==> src/rtl/audio_pkg.sv <==
// Shared types and constants for the I2S DAC serializer.
// Imported by the serializer top and its sample FIFO.
package audio_pkg;

  localparam int DATA_W_DEF = 16;
  localparam int I2S_DELAY  = 1;

  typedef enum logic [1:0] {
    ALIGN,
    LEFT,
    RIGHT
  } state_e;

endpackage

==> src/rtl/audio_sample_fifo.sv <==
// Stereo-pair FIFO between the bursty producer and the codec frame.
// Ready is registered from the next level, so it never rises in a full cycle.
module audio_sample_fifo #(
  parameter int W     = 32,
  parameter int DEPTH = 4
) (
  input  logic                     clk_i,
  input  logic                     rst_i,
  input  logic                     push_i,
  input  logic [W-1:0]             wdata_i,
  input  logic                     pop_i,
  output logic [W-1:0]             rdata_o,
  output logic                     full_o,
  output logic                     empty_o,
  output logic                     ready_o,
  output logic [$clog2(DEPTH):0]   level_o
);

  localparam int AW = $clog2(DEPTH);

  logic [W-1:0]  mem_q [DEPTH];
  logic [AW-1:0] wr_q;
  logic [AW-1:0] rd_q;
  logic [AW:0]   lvl_q;
  logic [AW:0]   lvl_d;
  logic          rdy_q;
  logic          do_push;
  logic          do_pop;

  assign full_o  = (lvl_q == (AW+1)'(DEPTH));
  assign empty_o = (lvl_q == '0);
  assign do_push = push_i && rdy_q;
  assign do_pop  = pop_i && !empty_o;

  always_comb begin
    lvl_d = lvl_q;
    if (do_push && !do_pop) begin
      lvl_d = lvl_q + 1'b1;
    end else if (!do_push && do_pop) begin
      lvl_d = lvl_q - 1'b1;
    end
  end

  always_ff @(posedge clk_i) begin
    if (do_push) begin
      mem_q[wr_q] <= wdata_i;
    end
  end

  always_ff @(posedge clk_i) begin
    if (rst_i) begin
      wr_q  <= '0;
      rd_q  <= '0;
      lvl_q <= '0;
      rdy_q <= 1'b0;
    end else begin
      if (do_push) begin
        wr_q <= wr_q + 1'b1;
      end
      if (do_pop) begin
        rd_q <= rd_q + 1'b1;
      end
      lvl_q <= lvl_d;
      rdy_q <= (lvl_d != (AW+1)'(DEPTH));
    end
  end

  assign rdata_o = mem_q[rd_q];
  assign ready_o = rdy_q;
  assign level_o = lvl_q;

endmodule

==> src/rtl/audio_dac_serializer.sv <==
// I2S slave serializer: codec clocks are synchronized into clk and
// edge strobes drive a LEFT/RIGHT shifter fed from the sample FIFO.
module audio_dac_serializer
  import audio_pkg::*;
#(
  parameter int DATA_W     = DATA_W_DEF,
  parameter int FIFO_DEPTH = 4
) (
  input  logic                          clk,
  input  logic                          reset,
  input  logic [DATA_W-1:0]             sample_left,
  input  logic [DATA_W-1:0]             sample_right,
  input  logic                          sample_valid,
  output logic                          sample_ready,
  input  logic                          bclk,
  input  logic                          daclrck,
  output logic                          dacdat,
  output logic                          underflow,
  output logic [$clog2(FIFO_DEPTH):0]   fifo_level
);

  localparam int CW = $clog2(DATA_W) + 1;

  logic [2:0]          bclk_q;
  logic [2:0]          lrck_q;
  logic                bclk_fall;
  logic                lrck_fall;
  logic                lrck_rise;

  logic [2*DATA_W-1:0] fifo_rd;
  logic                fifo_empty;
  logic                fifo_full;
  logic                fifo_rdy;

  state_e              state_q;
  logic [DATA_W-1:0]   shift_q;
  logic [DATA_W-1:0]   hold_q;
  logic [CW-1:0]       cnt_q;
  logic [1:0]          dly_q;
  logic                dat_q;
  logic                uf_q;

  // [0],[1] synchronize; [2] is the edge-detect history
  always_ff @(posedge clk) begin
    if (reset) begin
      bclk_q <= '0;
      lrck_q <= '0;
    end else begin
      bclk_q <= {bclk_q[1:0], bclk};
      lrck_q <= {lrck_q[1:0], daclrck};
    end
  end

  assign bclk_fall = bclk_q[2] & ~bclk_q[1];
  assign lrck_fall = bclk_fall & lrck_q[2] & ~lrck_q[1];
  assign lrck_rise = bclk_fall & ~lrck_q[2] & lrck_q[1];

  audio_sample_fifo #(
    .W     (2*DATA_W),
    .DEPTH (FIFO_DEPTH)
  ) u_fifo (
    .clk_i   (clk),
    .rst_i   (reset),
    .push_i  (sample_valid),
    .wdata_i ({sample_left, sample_right}),
    .pop_i   (lrck_fall),
    .rdata_o (fifo_rd),
    .full_o  (fifo_full),
    .empty_o (fifo_empty),
    .ready_o (fifo_rdy),
    .level_o (fifo_level)
  );

  always_ff @(posedge clk) begin
    if (reset) begin
      state_q <= ALIGN;
      shift_q <= '0;
      hold_q  <= '0;
      cnt_q   <= '0;
      dly_q   <= '0;
      dat_q   <= 1'b0;
      uf_q    <= 1'b0;
    end else begin
      uf_q <= lrck_fall & fifo_empty;
      if (lrck_fall) begin
        state_q <= LEFT;
        shift_q <= fifo_empty ? '0 : fifo_rd[2*DATA_W-1:DATA_W];
        hold_q  <= fifo_empty ? '0 : fifo_rd[DATA_W-1:0];
        cnt_q   <= '0;
        dly_q   <= 2'(I2S_DELAY - 1);
      end else if (lrck_rise && state_q == LEFT) begin
        state_q <= RIGHT;
        shift_q <= hold_q;
        cnt_q   <= '0;
        dly_q   <= 2'(I2S_DELAY - 1);
      end else if (bclk_fall && state_q != ALIGN) begin
        // the edge cycle itself is the first delay slot
        if (dly_q != '0) begin
          dly_q <= dly_q - 1'b1;
        end else if (cnt_q < CW'(DATA_W)) begin
          dat_q   <= shift_q[DATA_W-1];
          shift_q <= {shift_q[DATA_W-2:0], 1'b0};
          cnt_q   <= cnt_q + 1'b1;
        end else begin
          dat_q <= 1'b0;
        end
      end
    end
  end

  assign dacdat       = dat_q;
  assign underflow    = uf_q;
  assign sample_ready = fifo_rdy & ~fifo_full;

endmodule

==> config.mk <==
export PLATFORM = sky130hd
export DESIGN_NAME = audio_dac_serializer
export DESIGN_NICKNAME = d
export VERILOG_FILES = /design/src/rtl/audio_pkg.sv /design/src/rtl/audio_sample_fifo.sv /design/src/rtl/audio_dac_serializer.sv
export SDC_FILE = /design/constraint.sdc
export NUM_CORES = 1
export LEC_CHECK = 0
export ABC_AREA = 0
export BUFFER_PORTS_ARGS = -buffer_cell sky130_fd_sc_hd__buf_2
export CAP_MARGIN = 40
export CORE_MARGIN = 2
export CORE_UTILIZATION = 39
export CTS_BUF_LIST = sky130_fd_sc_hd__clkbuf_16
export DETAILED_ROUTE_END_ITERATION = 8
export PLACE_DENSITY = 0.62
export SYNTH_ARGS = -nofsm -noshare
export SYNTH_HDL_FRONTEND = slang
export SYNTH_SLANG_ARGS = --single-unit
==> constraint.sdc <==
create_clock -name clk -period 3.5 [get_ports clk]
set_input_delay 1.05 -clock clk [delete_from_list [all_inputs] [get_ports clk]]
set_output_delay 1.05 -clock clk [all_outputs]
set_load 0.05 [all_outputs]
* After elaboration in Yosys (flattened, before gate mapping)
Memories as Yosys holds them, arrays and structs flattened. A register that Yosys moved wholly into a read port is not among the register bits.
Cells that the tools add are included.
W data, S select, Z words.
** Word-level totals
- Bits in latches :: 0
- Register bits after elaboration :: 57
- Logic and storage cells :: 77
- RAM bits :: 128
- Memories kept :: 1
- Output and inout bits :: 6
- Input bits :: 37
- ROM bits :: 0
** Operators by class
- Multipliers :: 0
- Muxes and demuxes :: 16
- Order comparisons :: 1
- Shift operators :: 0
- Add/subtract/negate cells :: 6
- Reduce and logical (&&, ||, !) cells :: 21
- Divide/modulo/power cells :: 0
- Bitwise gates (word level) :: 14
- Equal/unequal tests :: 4
** Memories
- u_fifo.mem_q :: depth 4, bits a word 32, read ports 1, clocked after Yosys merged registers in 1, write ports 1, RTL line audio_sample_fifo.sv:21 : logic [W-1:0] mem_q [DEPTH];
** Operators with widths (count)
- $mux W16 :: 7
- $and A1 B1 Y1 :: 7
- $not A1 Y1 :: 7
- $logic_and A1 B1 Y1 :: 6
- $mux W3 :: 2
- $ne A3 B3 Y1 const B :: 2
- $reduce_and A3 Y1 :: 2
- $reduce_bool A2 Y1 :: 3
- $reduce_bool A3 Y1 :: 2
- $add A5 B1 Y5 const B :: 1
- $lt A5 B5 Y1 const B :: 1
- $mux W1 :: 5
- $add A2 B1 Y2 const B :: 2
- $mux W2 :: 2
- $reduce_and A4 Y1 :: 1
- $add A3 B1 Y3 const B :: 1
- $eq A3 B3 Y1 const B :: 1
- $logic_not A1 Y1 :: 3
- $logic_not A3 Y1 :: 1
- $reduce_or A3 Y1 :: 1
- $sub A3 B1 Y3 const B :: 1
- $eq A2 B1 Y1 const B :: 1
- $reduce_and A2 Y1 :: 1
- $reduce_or A2 Y1 :: 1
- $sub A2 B1 Y2 const B :: 1

* Logic depth before layout (Yosys ltp)
- Depth after elaboration :: 9
- Mapped depth :: 7
- Gate-level depth less buffers :: 6

* By module
Synthesis repeated with hierarchy kept, for this count alone.
** Second synthesis, totals
- Cells, all modules :: 459
- Area, all modules :: 7334.5 µm²
** Modules (own cells, without submodules)
- audio_sample_fifo :: area each 5151.2 µm², times used 1, sequential area each 4043.9 µm², cells an instance 223
- audio_dac_serializer :: area each 2183.3 µm², times used 1, sequential area each 980.9 µm², cells an instance 236

* Worst setup path after synthesis
OpenSTA, ideal clock, no wires.
- Path type :: reg2out
- From :: register u_fifo.lvl_q[0], in the netlist u_fifo.level_o[0]
- To :: output sample_ready
- Slack :: 0.225 ns
- Arrival :: 2.225 ns
- Required time :: 2.450 ns
- Cell stages (with the launch flop) :: 4
- Path buffers :: 0
- Cell sequence :: dfxtp_1 -> inv_1 -> ha_1 -> a21boi_0
** On the way
- Longest elaborated chain between the ends :: 3
** Ends and longest elaborated chain
- start: declaration :: RTL line audio_sample_fifo.sv:24 : logic [AW:0] lvl_q;
- start signal: assignment :: RTL line audio_sample_fifo.sv:63 : lvl_q <= lvl_d;
- $eq A3 B3 Y1 :: RTL line audio_sample_fifo.sv:30 : assign full_o = (lvl_q == (AW+1)'(DEPTH));
- $not A1 Y1 :: RTL line audio_dac_serializer.sv:113 : assign sample_ready = fifo_rdy & ~fifo_full;
- $and A1 B1 Y1 :: RTL line audio_dac_serializer.sv:113
- end: declaration :: RTL line audio_dac_serializer.sv:14 : output logic sample_ready,
Every way passes these cells.

* Final worst setup path
Same ends and word-level chain as after synthesis.

==> key figures <==
Pwr
  • Pint: 3.50 mW
  • Clock power share: 41.3%
  • Switching share of power: 22.7%
  • Total power: 4.53 mW
  • P_leak: 2.73 nW
  • Pwr per Cell Area: 536 nW/um2
  • Peak VDD IR: 377 uV
  • Seq pwr share: 53.8%
  • Switching pwr: 1.03 mW
  • Combinational power share: 4.9%

Synth
  • Count of cell types in the netlist: 53
  • Post-Syn Instances: 473
  • Count leader, synth: edfxtp_1
  • Asr flop ratio synth: 0%
  • Mapped cell area: 7460 um2
  • Primary FF master, synth: edfxtp_1
  • Top cells by area, synth: edfxtp_1, dfxtp_1, mux4_2
  • Flops & latches, synth: 187
  • Number of synthesis warnings: 0
  • Number of enable flip-flop cells after synthesis: 128
  • Avg Inst Size Synth: 15.8 um2
  • Sequential area share after synthesis: 67.4%
  • Post-synth top area share: 51.5%
  • Syn Nets: 519
  • Post-synth top area cell: edfxtp_1
  • Top post-synthesis cells by count: edfxtp_1, dfxtp_1, mux4_2

Clock network
  • Num CTS Buffers: 17
  • CTS max path bufs: 2
  • Hold Buf Count CTS: 0
  • CTS tree: done
  • Clock latency on the worst-skew pair: 0.42 ns
  • H-tree depth: 4
  • CTS clk-pin slew, worst paths: 0.07 ns
  • Root buffer cell: clkbuf_16
  • Post-CTS Resized: 0
  • Clock sink total: 187
  • Setup bufs post-CTS: 0

STA
  • RSZ-0062 raised after global routing: no
  • Max Freq: 368 MHz
  • Minimum clock period: 2.72 ns
  • Final Cycle Share: 77.6%
  • Layout Skew: 0.00537 ns
  • Fin Hold WS: 0.453 ns
  • Least-Margin Pin Slew: 0.852 ns
  • Max-Slew Margin vs Limit: 43.2%
  • Setup violators final: 0
  • Max-slew violations: 0
  • Total Negative Setup Slacks: 0 ns
  • Final Hold Viols: 0

Setup path
  • Cells along the critical path: inv_1 -> ha_1 -> a21boi_0 -> buf_2
  • Worst Path Buf+Inv: 2
  • Slowest CP cell: dfxtp_1
  • Crit path DAT: 1.67 ns
  • Critical Path Fanout Max: 7
  • Worst Setup Path Type: flip-flop to primary output
  • Crit. End Element: primary output
  • Delay-heaviest family, CP: flip-flops
  • Worst setup SP type: flip-flop
  • Req. time, crit path: 2.45 ns
  • Max incr delay on CP: 0.45 ns

Floorplanning
  • Number of cell rows: 50
  • Die Area: 20,200 um2
  • I/O Pins: 43
  • CORE AREA: 18,800 um2
  • Chip Width: 142 um
  • Starting density of the core: 39.7%
  • Die Ht: 142 um

Global routing
  • Gr ovfl total: 0
  • Vias in the first global route: 4,226
  • Initial antenna violation count: 0
  • Global-route wire length before repair: 22,500 um
  • Total track usage: 14.9%
  • Largest net degree at the start of global routing: 37

Finish
  • Ant diodes: 0
  • Layout cells sized above 1: 25.9%
  • Final instance area: 8450 um2
  • Layout area overhead: 13.3%
  • Fin nets: 558

Placed design
  • # port buffers: 42
  • Post-DP Area: 7880 um2
  • DP Wirelength: 8640 um
  • Placer Congestion: 0.800

Routing
  • DR pass1 iterations: 5
  • DR iter-0 viols: 250
  • Total number of vias: 4,099
  • Drt via density: 5.40
  • DRT antenna net count: 0
  • Drt drc: 0
  • Drt wl/cell: 18.4 um
  • Final WL: 14,000 um

Flow run
  • Max-cap viol count: 0

Min path
  • Hold/Removal Path Class: flip-flop to flip-flop

Outcome
  • Outcome: complete, no violations
[through the flow]
| stage | cells | worst slack (ns) | util [%] |
|---|---|---|---|
| 2_1_floorplan | 473 | 0.225 | - |
| 3_3_place_gp | 726 | 0.931 | 41.8 |
| 3_5_place_dp | 727 | 0.848 | 42.0 |
| 4_1_cts | 759 | 0.762 | 45.0 |
| 5_1_grt | 759 | 0.636 | 45.0 |
| 6_report | 759 | 0.784 | 45.0 |
[cells by family after synthesis]
group,Yosys count,synth area share (%)
adder cells (fa/ha/maj),9,1.51
multiplexers,32,9.66
AO/OA/AOI/OAI,90,9.68
buffers and inverters,38,2.72
flip-flops,187,67.4
XOR/XNOR,9,1.06
AND/OR/NAND/NOR,108,8.02
[worst reg2reg max path, cell delays in order (launching register included)]
cell	delay, ns
dfxtp_1	0.35
nand2b_1	0.51
o21ai_2	0.80
nor3_1	0.15
a311oi_2	0.29
[cell type report]
cell class / count / area [um2]
Sequential cell: 187 / 5030
Clock buffer: 17 / 425
Multi-Input combinational cell: 248 / 2230
Tap cell: 234 / 293
Inverter: 7 / 26.3
Fill cell: 1658 / 10300
Timing Repair Buffer: 51 / 298
Clock inverter: 15 / 150
[sequential cells by signal (all words and copies together) (netlist names), named ones only]
signal and count:
dacdat 1, cnt_q 5, lrck_q 3, dly_q 2, u_fifo.wr_q 2, u_fifo.ready_o 1, hold_q 16, u_fifo.rd_q 2
u_fifo.level_o 3, u_fifo.mem_q 128, state_q 2, underflow 1, bclk_q 3, shift_q 16
[layout by cell type (no fill, tap or decap), types with 16 or more instances in the layout]
master	count
buf_2	42
clkbuf_16	17
nand2_1	21
dfxtp_1	58
mux4_2	32
a22o_1	16
o21ai_0	17
nand3_1	19
edfxtp_1	128
nor3_1	22
[worst paths after layout]
kind	end	slack [ns]	cells past startpoint	from
hold / removal	bclk_q[1]$_SDFF_PP0_	0.45	1	bclk_q[0]$_SDFF_PP0_
setup / recovery	sample_ready	0.78	4	u_fifo.level_o[0]$_SDFF_PP0_
setup reg to reg	shift_q[2]$_SDFFE_PP0P_	1.30	4	bclk_q[1]$_SDFF_PP0_
hold reg to reg	bclk_q[1]$_SDFF_PP0_	0.45	1	bclk_q[0]$_SDFF_PP0_
[metal layers]
layer	GRT usage (%)	vias up	routed length, um	part of all wire, %
li1	-	1935	-	-
met1	19.0	2060	6110	44
met2	24.7	96	7180	51
met3	4.00	8	562	4.0
met4	5.11	0	151	1.1
met5	0	-	0	0
[power groups by stage]
stage               Clock (mW)  Sequential, mW  Combinational [mW]
finish                    1.87            2.43               0.222
global route              2.02            2.44               0.243
CTS                       1.92            2.43               0.225
detailed placement           0            2.48               0.224
global placement             0            2.48               0.214
floorplan                    0            2.49               0.129
Power figures use the tool's default switching activity.
